===== config.mk =====
export PLATFORM = sky130hd
export DESIGN_NAME = axi_burst_master
export DESIGN_NICKNAME = d
export VERILOG_FILES = /design/src/rtl/axi_burst_master.sv
export SDC_FILE = /design/constraint.sdc
export NUM_CORES = 1
export LEC_CHECK = 0
export ABC_AREA = 1
export CORE_AREA = 3 3 168 170
export DETAILED_ROUTE_END_ITERATION = 10
export DIE_AREA = 0 0 171 173
export PLACE_DENSITY_LB_ADDON = 0.25
export SLEW_MARGIN = 10
export SYNTH_ARGS = -nofsm -noshare
export SYNTH_HDL_FRONTEND = slang
export SYNTH_SLANG_ARGS = --single-unit

===== constraint.sdc =====
create_clock -name axi4_mst_aclk -period 2.8 [get_ports axi4_mst_aclk]
set_clock_uncertainty 0.15 [all_clocks]
set_input_delay 0.42 -clock axi4_mst_aclk [delete_from_list [all_inputs] [get_ports axi4_mst_aclk]]
set_output_delay 0.42 -clock axi4_mst_aclk [all_outputs]
set_load 0.005 [all_outputs]

===== src/rtl/axi_burst_master.sv =====
// Single-outstanding AXI4 burst master: accepts one request, issues one fixed-length
// INCR burst of 64-bit beats, and reports completion with an error flag.
module axi_burst_master #(
  parameter logic [3:0] AXI_ID      = 4'h0,
  parameter int         BURST_BEATS = 4
) (
  input  logic        axi4_mst_aclk,
  input  logic        axi4_mst_areset,
  // request handshake: a transfer happens on a clock edge where valid && ready
  input  logic        req_valid,
  output logic        req_ready,
  input  logic        req_write,
  input  logic [30:0] req_addr,
  input  logic        wr_valid,
  output logic        wr_ready,
  input  logic [63:0] wr_data,
  input  logic [7:0]  wr_strb,
  output logic        rd_valid,
  input  logic        rd_ready,
  output logic [63:0] rd_data,
  output logic        rd_last,
  output logic        done_valid,
  output logic        done_err,
  output logic [3:0]  axi4_mst_awid,
  output logic [30:0] axi4_mst_awaddr,
  output logic [7:0]  axi4_mst_awlen,
  output logic [2:0]  axi4_mst_awsize,
  output logic [1:0]  axi4_mst_awburst,
  output logic        axi4_mst_awvalid,
  input  logic        axi4_mst_awready,
  output logic [63:0] axi4_mst_wdata,
  output logic [7:0]  axi4_mst_wstrb,
  output logic        axi4_mst_wlast,
  output logic        axi4_mst_wvalid,
  input  logic        axi4_mst_wready,
  input  logic [3:0]  axi4_mst_bid,
  input  logic [1:0]  axi4_mst_bresp,
  input  logic        axi4_mst_bvalid,
  output logic        axi4_mst_bready,
  output logic [3:0]  axi4_mst_arid,
  output logic [30:0] axi4_mst_araddr,
  output logic [7:0]  axi4_mst_arlen,
  output logic [2:0]  axi4_mst_arsize,
  output logic [1:0]  axi4_mst_arburst,
  output logic        axi4_mst_arvalid,
  input  logic        axi4_mst_arready,
  input  logic [3:0]  axi4_mst_rid,
  input  logic [63:0] axi4_mst_rdata,
  input  logic [1:0]  axi4_mst_rresp,
  input  logic        axi4_mst_rlast,
  input  logic        axi4_mst_rvalid,
  output logic        axi4_mst_rready,
  output logic [2:0]  state_dbg
);

  typedef enum logic [2:0] {
    ST_IDLE = 3'd0,
    ST_AW   = 3'd1,
    ST_W    = 3'd2,
    ST_B    = 3'd3,
    ST_AR   = 3'd4,
    ST_R    = 3'd5
  } state_t;

  // Aligning to the burst size keeps every burst inside one 4 KB page.
  localparam int          OFF_BITS  = $clog2(BURST_BEATS * 8);
  localparam logic [30:0] ADDR_MASK = ~((31'd1 << OFF_BITS) - 31'd1);
  localparam logic [7:0]  LAST_CNT  = 8'(BURST_BEATS - 1);

  state_t      state_q, state_d;
  logic [7:0]  cnt_q, cnt_d;
  logic        err_q, err_d;
  logic [30:0] addr_q, addr_d;
  logic        beat_err;
  logic        cnt_last;

  always_ff @(posedge axi4_mst_aclk or posedge axi4_mst_areset) begin
    if (axi4_mst_areset) begin
      state_q <= ST_IDLE;
      cnt_q   <= 8'd0;
      err_q   <= 1'b0;
      addr_q  <= 31'd0;
    end else begin
      state_q <= state_d;
      cnt_q   <= cnt_d;
      err_q   <= err_d;
      addr_q  <= addr_d;
    end
  end

  assign cnt_last = (cnt_q == LAST_CNT);

  always_comb begin
    state_d          = state_q;
    cnt_d            = cnt_q;
    err_d            = err_q;
    addr_d           = addr_q;
    beat_err         = 1'b0;
    req_ready        = 1'b0;
    axi4_mst_awvalid = 1'b0;
    axi4_mst_arvalid = 1'b0;
    axi4_mst_wvalid  = 1'b0;
    axi4_mst_wlast   = 1'b0;
    wr_ready         = 1'b0;
    axi4_mst_bready  = 1'b0;
    axi4_mst_rready  = 1'b0;
    rd_valid         = 1'b0;
    rd_last          = 1'b0;
    done_valid       = 1'b0;
    done_err         = 1'b0;
    case (state_q)
      ST_IDLE: begin
        // Held low during reset so nothing is accepted before release.
        req_ready = !axi4_mst_areset;
        if (req_valid && !axi4_mst_areset) begin
          addr_d  = req_addr & ADDR_MASK;
          cnt_d   = 8'd0;
          err_d   = 1'b0;
          state_d = req_write ? ST_AW : ST_AR;
        end
      end
      ST_AW: begin
        axi4_mst_awvalid = 1'b1;
        if (axi4_mst_awready) state_d = ST_W;
      end
      ST_W: begin
        axi4_mst_wvalid = wr_valid;
        wr_ready        = axi4_mst_wready;
        axi4_mst_wlast  = cnt_last;
        if (wr_valid && axi4_mst_wready) begin
          cnt_d = cnt_q + 8'd1;
          if (cnt_last) state_d = ST_B;
        end
      end
      ST_B: begin
        axi4_mst_bready = 1'b1;
        if (axi4_mst_bvalid) begin
          done_valid = 1'b1;
          done_err   = (axi4_mst_bresp != 2'b00) || (axi4_mst_bid != AXI_ID);
          state_d    = ST_IDLE;
        end
      end
      ST_AR: begin
        axi4_mst_arvalid = 1'b1;
        if (axi4_mst_arready) state_d = ST_R;
      end
      ST_R: begin
        rd_valid        = axi4_mst_rvalid;
        axi4_mst_rready = rd_ready;
        rd_last         = cnt_last;
        if (axi4_mst_rvalid && rd_ready) begin
          // Slave's rlast must agree with our own beat count.
          beat_err = (axi4_mst_rresp != 2'b00) || (axi4_mst_rid != AXI_ID) ||
                     (axi4_mst_rlast != cnt_last);
          err_d    = err_q | beat_err;
          cnt_d    = cnt_q + 8'd1;
          if (cnt_last) begin
            done_valid = 1'b1;
            done_err   = err_q | beat_err;
            state_d    = ST_IDLE;
          end
        end
      end
      default: state_d = ST_IDLE;
    endcase
  end

  assign axi4_mst_awid    = AXI_ID;
  assign axi4_mst_awaddr  = addr_q;
  assign axi4_mst_awlen   = LAST_CNT;
  assign axi4_mst_awsize  = 3'd3;
  assign axi4_mst_awburst = 2'b01;
  assign axi4_mst_arid    = AXI_ID;
  assign axi4_mst_araddr  = addr_q;
  assign axi4_mst_arlen   = LAST_CNT;
  assign axi4_mst_arsize  = 3'd3;
  assign axi4_mst_arburst = 2'b01;
  assign axi4_mst_wdata   = wr_data;
  assign axi4_mst_wstrb   = wr_strb;
  assign rd_data          = axi4_mst_rdata;
  assign state_dbg        = state_q;

endmodule


Word level (Yosys, flattened, before mapping). Index checks and enable logic that the tools add are counted.

Output and inout port bits: 247. Flip-flop bits (word level): 38. Logic and storage cells: 74. Input port bits: 191.

Reduce and logical (&&, ||, !) cells: 18. Equality and inequality tests: 15. Mux-type cells: 35. Add/subtract/negate cells: 1. Bitwise operators: 1.

Operators by type and width (count): $mux 3 (9); $mux 8 (3); $pmux 8 s3 (1); $mux 1 (18); $pmux 3 s6 (1); $ne 2x2->1 const B (8); $add 8x1->8 const B (1); $eq 8x2->1 const B (1); $reduce_and 8->1 (1); $reduce_bool 4->1 (2); $eq 3x2->1 const B (2); $eq 3x3->1 const B (2); $pmux 1 s2 (3); $reduce_bool 2->1 (3); $reduce_and 4->1 (1); $eq 3x1->1 const B (1); $logic_and 1x1->1 (3); $logic_not 3->1 (1); $logic_or 1x1->1 (3); $reduce_and 3->1 (1); $reduce_bool 3->1 (1); $reduce_and 2->1 (1); $logic_not 1->1 (1); $ne 1x1->1 (1); $or 1x1->1 (1).

Logic depth before layout (Yosys ltp). Gate-level depths: netlist of run 1.

Word-level depth: 7. Gate-level depth with buffers: 10. Mapped depth without buffers: 9.

Worst setup path after synthesis of run 1. No wires, ideal clock.

Path type: in2reg. Start point: in axi4_mst_areset. End point: reg state_q[0], in the netlist state_dbg[0]. Stages: 8. Slack: 0.695 ns. Data required time: 2.533 ns. Data arrival time: 1.838 ns. Library setup time: 0.117 ns. Buffers on the path: 0. Cells stage by stage: inv_1 > nand2_1 > nand3_1 > nand2_1 > inv_2 > nand3_1 > nand2_1 > nand2_1.

Word-level cells in the longest chain between the ends: 4.

RTL lines: start, declared (line 8) `input logic axi4_mst_areset,`; $logic_not 1->1 (line 115) `if (req_valid && !axi4_mst_areset) begin`; $logic_and 1x1->1 (line 115); $ne 2x2->1 (no source line); $reduce_and 8->1 (no source line); end signal, assigned (line 84) `state_q <= state_d;`; end, declared (line 70) `state_t state_q, state_d;`.

No other way between the ends. A chain may end at the register's enable or synchronous reset.

Final worst setup path of run 1.
Start point: reg cnt_q[0]. End point: out axi4_mst_wlast.

Word-level cells in the longest chain between the ends: 2.

RTL lines: start, declared (line 71) `logic [7:0] cnt_q, cnt_d;`; start signal, assigned (line 85) `cnt_q <= cnt_d;`; $eq 8x2->1 (line 91) `assign cnt_last = (cnt_q == LAST_CNT);`; $mux 1 (line 111) `case (state_q)`; end, declared (line 33) `output logic axi4_mst_wlast,`.

No other way between the ends.

==> flow_metrics.tcl, run 1 <==
set metrics [dict create \
    outcome "finished clean" \
    viasPerCell 3.12 \
    setup_slack_ns 0.155 \
    initialDrtViolationCount 158 \
    drt_wl_total_mm 11.8 \
    post_drt_wl_per_cell_um 15.3 \
    power_leakage_nw 1.82 \
    ys_ff_latch 38 \
    min_period_ns 2.65 \
    vias 2418 \
    antenna_found_initial 0 \
    endpoint_kind "primary output" \
    tns_ns 0 \
    timing.fmax_mhz 378 \
    dp_hpwl_mm 9.76 \
    synth_top_family_by_area "buffers and inverters" \
    drc 0 \
    fin_nets 624 \
    grt_pass1_vias 2340 \
    clk_pin_slew_worst_paths_ns 0.07 \
    ys_seq_area_frac 0.266 \
    grt_max_degree 39 \
    crit_required_ns 2.23 \
    hold_viol 0 \
    fin_crit_sh 0.945 \
    io_buffers 116 \
    pwr-share-clk 0.232 \
    dieWidth_um 171 \
    nFillCells 3100 \
    antenna_left 0 \
    ctsLongestPathBuffers 2 \
    cts_buffers 5 \
    die_y_um 173 \
    gp_congestion 0.720 \
    p_sw_mw 1.22 \
    ir_drop_mv 0.213 \
    hold_class "flip-flop to flip-flop" \
    cts_max_level 2 \
    fin_area_um2 3970 \
    grt-ovfl-total 0 \
    synthAdderAreaFrac 0.00349 \
    swShare 0.357 \
    clk_latency_ns 0.30 \
    rows 60 \
    slew_violations 0 \
    rsz0062_at_grt "false" \
    dp_slack_ns 0.148 \
    start_util 0.133 \
    cts.sinks 38 \
    p_int_mw 2.20 \
    max-cap-violations 0 \
    area_growth_pct 10.9 \
    antenna_cells 0 \
    synth-xor-area-share 0.00978 \
    drive_above_1_share 0.0739 \
    startpoint_type "flip-flop" \
    grt_pass1_wl_mm 16.5 \
    cp.arrival_ns 2.08 \
    firstDrtPassIters 4 \
    hold_buffers 0 \
    syn_avg_cell_area_um2 7.54 \
    ys_types 28 \
    clock-root-buffer "clkbuf_16" \
    cts_tree "built" \
    io_pins 438 \
    worstPathMaxFanout 4 \
    synth_compound_area_frac 0.0178 \
    grt_usage 0.0761 \
    finalHoldWorstSlack_ns 0.346 \
    die-area_um2 29600 \
    placed_cell_area_um2 3770 \
    max_slew_margin 0.627 \
    fin_util 0.148 \
    final-seq-area_um2 951 \
    worstMarginPinSlew_ns 0.560 \
    synthMuxAreaShare 0 \
    coreArea_um2 26900 \
    path_class "flip-flop to primary output" \
    syn_inst 475 \
    multi_input_area_um2 1090 \
    synthSimpleGateAreaFrac 0.226 \
    finalSetupViolCount 0 \
    yosys_warnings 0 \
    syn_area_um2 3580 \
    p_seq_frac 0.280 \
    pwr_density_cell_nw_per_um2 861 \
    pwr-share-comb 0.488 \
]
## critical path, stage by stage, from the launching register on
cell and delay (ns):
dfrtp_1 0.39, ha_1 0.22, nand2_1 0.08, nor2_2 0.14, nand2_1 0.12, buf_4 0.18, nor2_2 0.13, clkdlybuf4s50_1 0.53
## cells in the final DEF (no fill, tap or decap)
cell type	count
clkdlybuf4s50_1	116
nand2_1	103
conb_1	44
nand3_1	38
dfrtp_1	38
inv_1	21
nor2_1	17
buf_4	7
o21ai_1	6
clkbuf_16	5
nor2_2	4
nand2_2	3
nand3b_1	3
nand3_2	3
nand2_4	2
nand4_1	2
nor3_1	2
inv_2	2
xnor2_1	2
xor2_1	2
o21ai_0	2
bufinv_16	2
nor2_8	1
clkinv_1	1
o21bai_1	1
a21oi_2	1
nor4_1	1
nor3_2	1
a21o_1	1
ha_1	1
clkinv_4	1
## cell type report
cell class,count,area share
clock buffers,5,0.0315
inverters,24,0.0227
flip-flops and latches,38,0.240
clock inverters,3,0.0173
well taps,341,0.107
repair buffers,123,0.306
multi-input cells,240,0.276
## layer usage
| metal | vias up | part of all wire | track usage |
|---|---|---|---|
| li1 | 1123 | - | - |
| met5 | - | 0 | 0 |
| met1 | 1039 | 0.35 | 0.0778 |
| met2 | 205 | 0.45 | 0.117 |
| met4 | 0 | 0.046 | 0.0399 |
| met3 | 51 | 0.16 | 0.0524 |
## kinds of logic after synthesis
kind of cell               count (synthesis)
buffers and inverters                    239
and+or+nand+nor                          180
DFF                                       38
AOI/OAI and AO/OA                         11
xor gates and xnor gates                   4
other                                      2
adders and majority gates                  1
## state kept, by name (all words and copies together), names as in the netlist
register	flops
axi4_mst_araddr	26
cnt_q	8
err_q	1
state_dbg	3
## synth_stat cells
cell type	number	share of area
buf_4	208	0.44
nand2_1	103	0.11
dfrtp_1	38	0.27
nand3_1	38	0.053
inv_1	22	0.023
nor2_1	19	0.020
o21ai_1	6	0.0084
buf_6	3	0.0094
nand2_2	3	0.0052
nand3_2	3	0.0084
nand3b_1	3	0.0063
nor3_1	3	0.0042
buf_2	2	0.0028
clkbuf_1	2	0.0021
conb_1	2	0.0021
inv_2	2	0.0021
nand2_4	2	0.0063
nand4_1	2	0.0035
nor2_2	2	0.0035
o21ai_0	2	0.0028
xnor2_1	2	0.0049
xor2_1	2	0.0049
a21o_1	1	0.0021
a21oi_2	1	0.0024
ha_1	1	0.0035
nor2_8	1	0.0056
nor4_1	1	0.0017
o21bai_1	1	0.0021
## power groups by stage
| stage | clock, mW | combinational (mW) | sequential [mW] |
|---|---|---|---|
| 2_1_floorplan | 0 | 1.11 | 0.928 |
| 3_3_place_gp | 0 | 1.70 | 0.974 |
| 3_5_place_dp | 0 | 1.69 | 0.979 |
| 4_1_cts | 0.838 | 1.70 | 0.969 |
| 5_1_grt | 0.863 | 1.86 | 0.997 |
| 6_report | 0.794 | 1.67 | 0.958 |
## timing repair
action	CTS	global route
resized for setup	0	3
buffers inserted	0	0
setup endpoints to repair	0	3
## worst paths after layout
path | slack, ns | depth (start not counted) | start | to
worst max-delay path | 0.15 | 7 | cnt_q[0] | axi4_mst_wlast
worst min-delay path | 0.35 | 2 | axi4_mst_araddr[25] | axi4_mst_araddr[25]
worst max register to register | 0.71 | 8 | state_dbg[1] | axi4_mst_araddr[21]
worst min register to register | 0.35 | 2 | axi4_mst_araddr[25] | axi4_mst_araddr[25]
max in group asynchronous | 1.52 | 3 | axi4_mst_areset | axi4_mst_araddr[16]
min in group asynchronous | 0.58 | 3 | axi4_mst_areset | state_dbg[0]
## through the flow
step / std cells / total power [mW]
2_1_floorplan: 517 / 2.04
3_3_place_gp: 766 / 2.68
3_5_place_dp: 766 / 2.67
4_1_cts: 774 / 3.50
5_1_grt: 774 / 3.72
6_report: 774 / 3.42
No activity file was read; power rests on OpenSTA's default activity.
==> inputs of run 2 (changes only) <==
--- a/config.mk
+++ b/config.mk
@@ -9,6 +9,7 @@
 export CORE_AREA = 3 3 168 170
 export DETAILED_ROUTE_END_ITERATION = 10
 export DIE_AREA = 0 0 171 173
+export HOLD_SLACK_MARGIN = 0.12
 export PLACE_DENSITY_LB_ADDON = 0.25
 export SLEW_MARGIN = 10
 export SYNTH_ARGS = -nofsm -noshare
==> results of run 2 <==
Same layout as run 1: the final DEF is identical, and so are final timing and power.
==> inputs of run 3 (changes only) <==
==> constraint.sdc (replaced) <==
create_clock -name axi4_mst_aclk -period 3.15 [get_ports axi4_mst_aclk]
set_clock_uncertainty 0.15 [all_clocks]
set_input_delay 0.4725 -clock axi4_mst_aclk [delete_from_list [all_inputs] [get_ports axi4_mst_aclk]]
set_output_delay 0.4725 -clock axi4_mst_aclk [all_outputs]
set_load 0.005 [all_outputs]
==> flow_metrics.tcl, run 3 (same netlist as run 1, synthesis figures left out) <==
set metrics [dict create \
    outcome "finished clean" \
    cts_tree "built" \
    fin_crit_sh 0.901 \
    p_int_mw 1.79 \
    slew_violations 0 \
    crit_required_ns 2.53 \
    firstDrtPassIters 4 \
    drive_above_1_share 0.0628 \
    io_pins 438 \
    grt_pass1_vias 2315 \
    dieWidth_um 171 \
    cts_resized 0 \
    cts_buffers 5 \
    die-area_um2 29600 \
    coreArea_um2 26900 \
    cts.sinks 38 \
    startpoint_type "flip-flop" \
    timing.fmax_mhz 352 \
    tns_ns 0 \
    cts_setup_buffers 0 \
    cp.arrival_ns 2.21 \
    grt_max_degree 39 \
    ir_drop_mv 0.170 \
    hold_end "axi4_mst_araddr[25]" \
    pwr_density_cell_nw_per_um2 730 \
    die_y_um 173 \
    max-cap-violations 0 \
    antenna_found_initial 0 \
    pwr-share-comb 0.504 \
    nFillCells 3098 \
    clk_pin_slew_worst_paths_ns 0.06 \
    swShare 0.370 \
    r2r_setup_slack_ns 1.09 \
    clk_latency_ns 0.28 \
    hold_viol 0 \
    power_mw 2.85 \
    p_seq_frac 0.308 \
    clock-root-buffer "clkbuf_16" \
    antenna_cells 0 \
    antenna_left 0 \
    dp_hpwl_mm 9.62 \
    hold_class "flip-flop to flip-flop" \
    drt_wl_total_mm 11.7 \
    grt-ovfl-total 0 \
    r2r_cells 7 \
    min_period_ns 2.84 \
    hold_depth 2 \
    start_util 0.133 \
    cts_max_level 2 \
    final_common_cell "clkdlybuf4s50_1" \
    ctsLongestPathBuffers 2 \
    hold_buffers 0 \
    post_drt_wl_per_cell_um 15.1 \
    largest_register_ffs 26 \
    fin_nets 621 \
    power_leakage_nw 1.78 \
    max_slew_margin 0.625 \
    grt_usage 0.0746 \
    rsz0062_at_grt "false" \
    initialDrtViolationCount 138 \
    rows 60 \
    r2r-end "axi4_mst_araddr[11]" \
    grt_pass1_wl_mm 16.2 \
    p_sw_mw 1.05 \
    worstPathMaxFanout 6 \
    io_buffers 116 \
    layout_common_cells "116 x clkdlybuf4s50_1, 103 x nand2_1, 44 x conb_1" \
    viasPerCell 3.16 \
    r2r_start "state_dbg[2]" \
    gp_congestion 0.683 \
    hold_start "axi4_mst_araddr[25]" \
    vias 2435 \
    endpoint_kind "primary output" \
    worstMarginPinSlew_ns 0.562 \
    drc 0 \
    finalSetupViolCount 0 \
    pwr-share-clk 0.188 \
    path_class "flip-flop to primary output" \
    area_growth_pct 8.91 \
]
[run 3: power groups by stage]
stage                     clock network [mW]  logic [mW]  registers, mW
after global placement                     0        1.47          0.884
after floorplan                            0       0.984          0.825
after CTS                              0.572        1.47          0.888
after global routing                   0.603        1.61          0.911
final                                  0.535        1.44          0.876
after detailed placement                   0        1.46          0.897
[run 3: through the flow]
step	area (um^2)	hold slack [ns]	setup slack [ns]	util	cells
after floorplan	3740	0.299	0.993	-	517
after global routing	3900	0.377	0.116	0.145	771
final	3900	0.347	0.313	0.145	771
after CTS	3890	0.357	0.162	0.145	771
after global placement	3740	0.331	0.355	0.139	763
after detailed placement	3740	0.340	0.364	0.139	763
[run 3: worst max path at each step]
stage,start,to,slack [ns],cells after the start
floorplan,axi4_mst_areset,state_dbg[0],0.99,8
global route,cnt_q[0],done_err,0.12,8
CTS,cnt_q[0],done_err,0.16,8
global placement,axi4_mst_rresp[1],done_err,0.36,7
detailed placement,axi4_mst_rresp[1],done_err,0.36,7
finish,cnt_q[0],done_err,0.31,8
[run 3: layer usage]
| metal | vias up | wire length (um) | global-route usage |
|---|---|---|---|
| met5 | - | 0 | 0 |
| met4 | 0 | 560 | 0.0389 |
| met3 | 54 | 1940 | 0.0537 |
| met2 | 202 | 5330 | 0.118 |
| met1 | 1058 | 3840 | 0.0720 |
| li1 | 1121 | - | - |
[run 3: final cells by class]
type | instances | area (um^2) | area share
clock inverter | 2 | 12.5 | 0.00321
tap | 341 | 427 | 0.109
clock buffer | 6 | 139 | 0.0356
inverter | 24 | 90.1 | 0.0231
multi-input combinational | 240 | 1090 | 0.279
sequential | 38 | 951 | 0.244
timing repair buffer | 120 | 1190 | 0.305
[run 3: critical path, cell delays in order (launching register included)]
cell	delay, ns
dfrtp_1	0.39
ha_1	0.22
nand2_1	0.07
nor2_1	0.15
nand2_1	0.21
nor3_2	0.24
nand2_1	0.08
nand2_1	0.06
clkdlybuf4s50_1	0.49
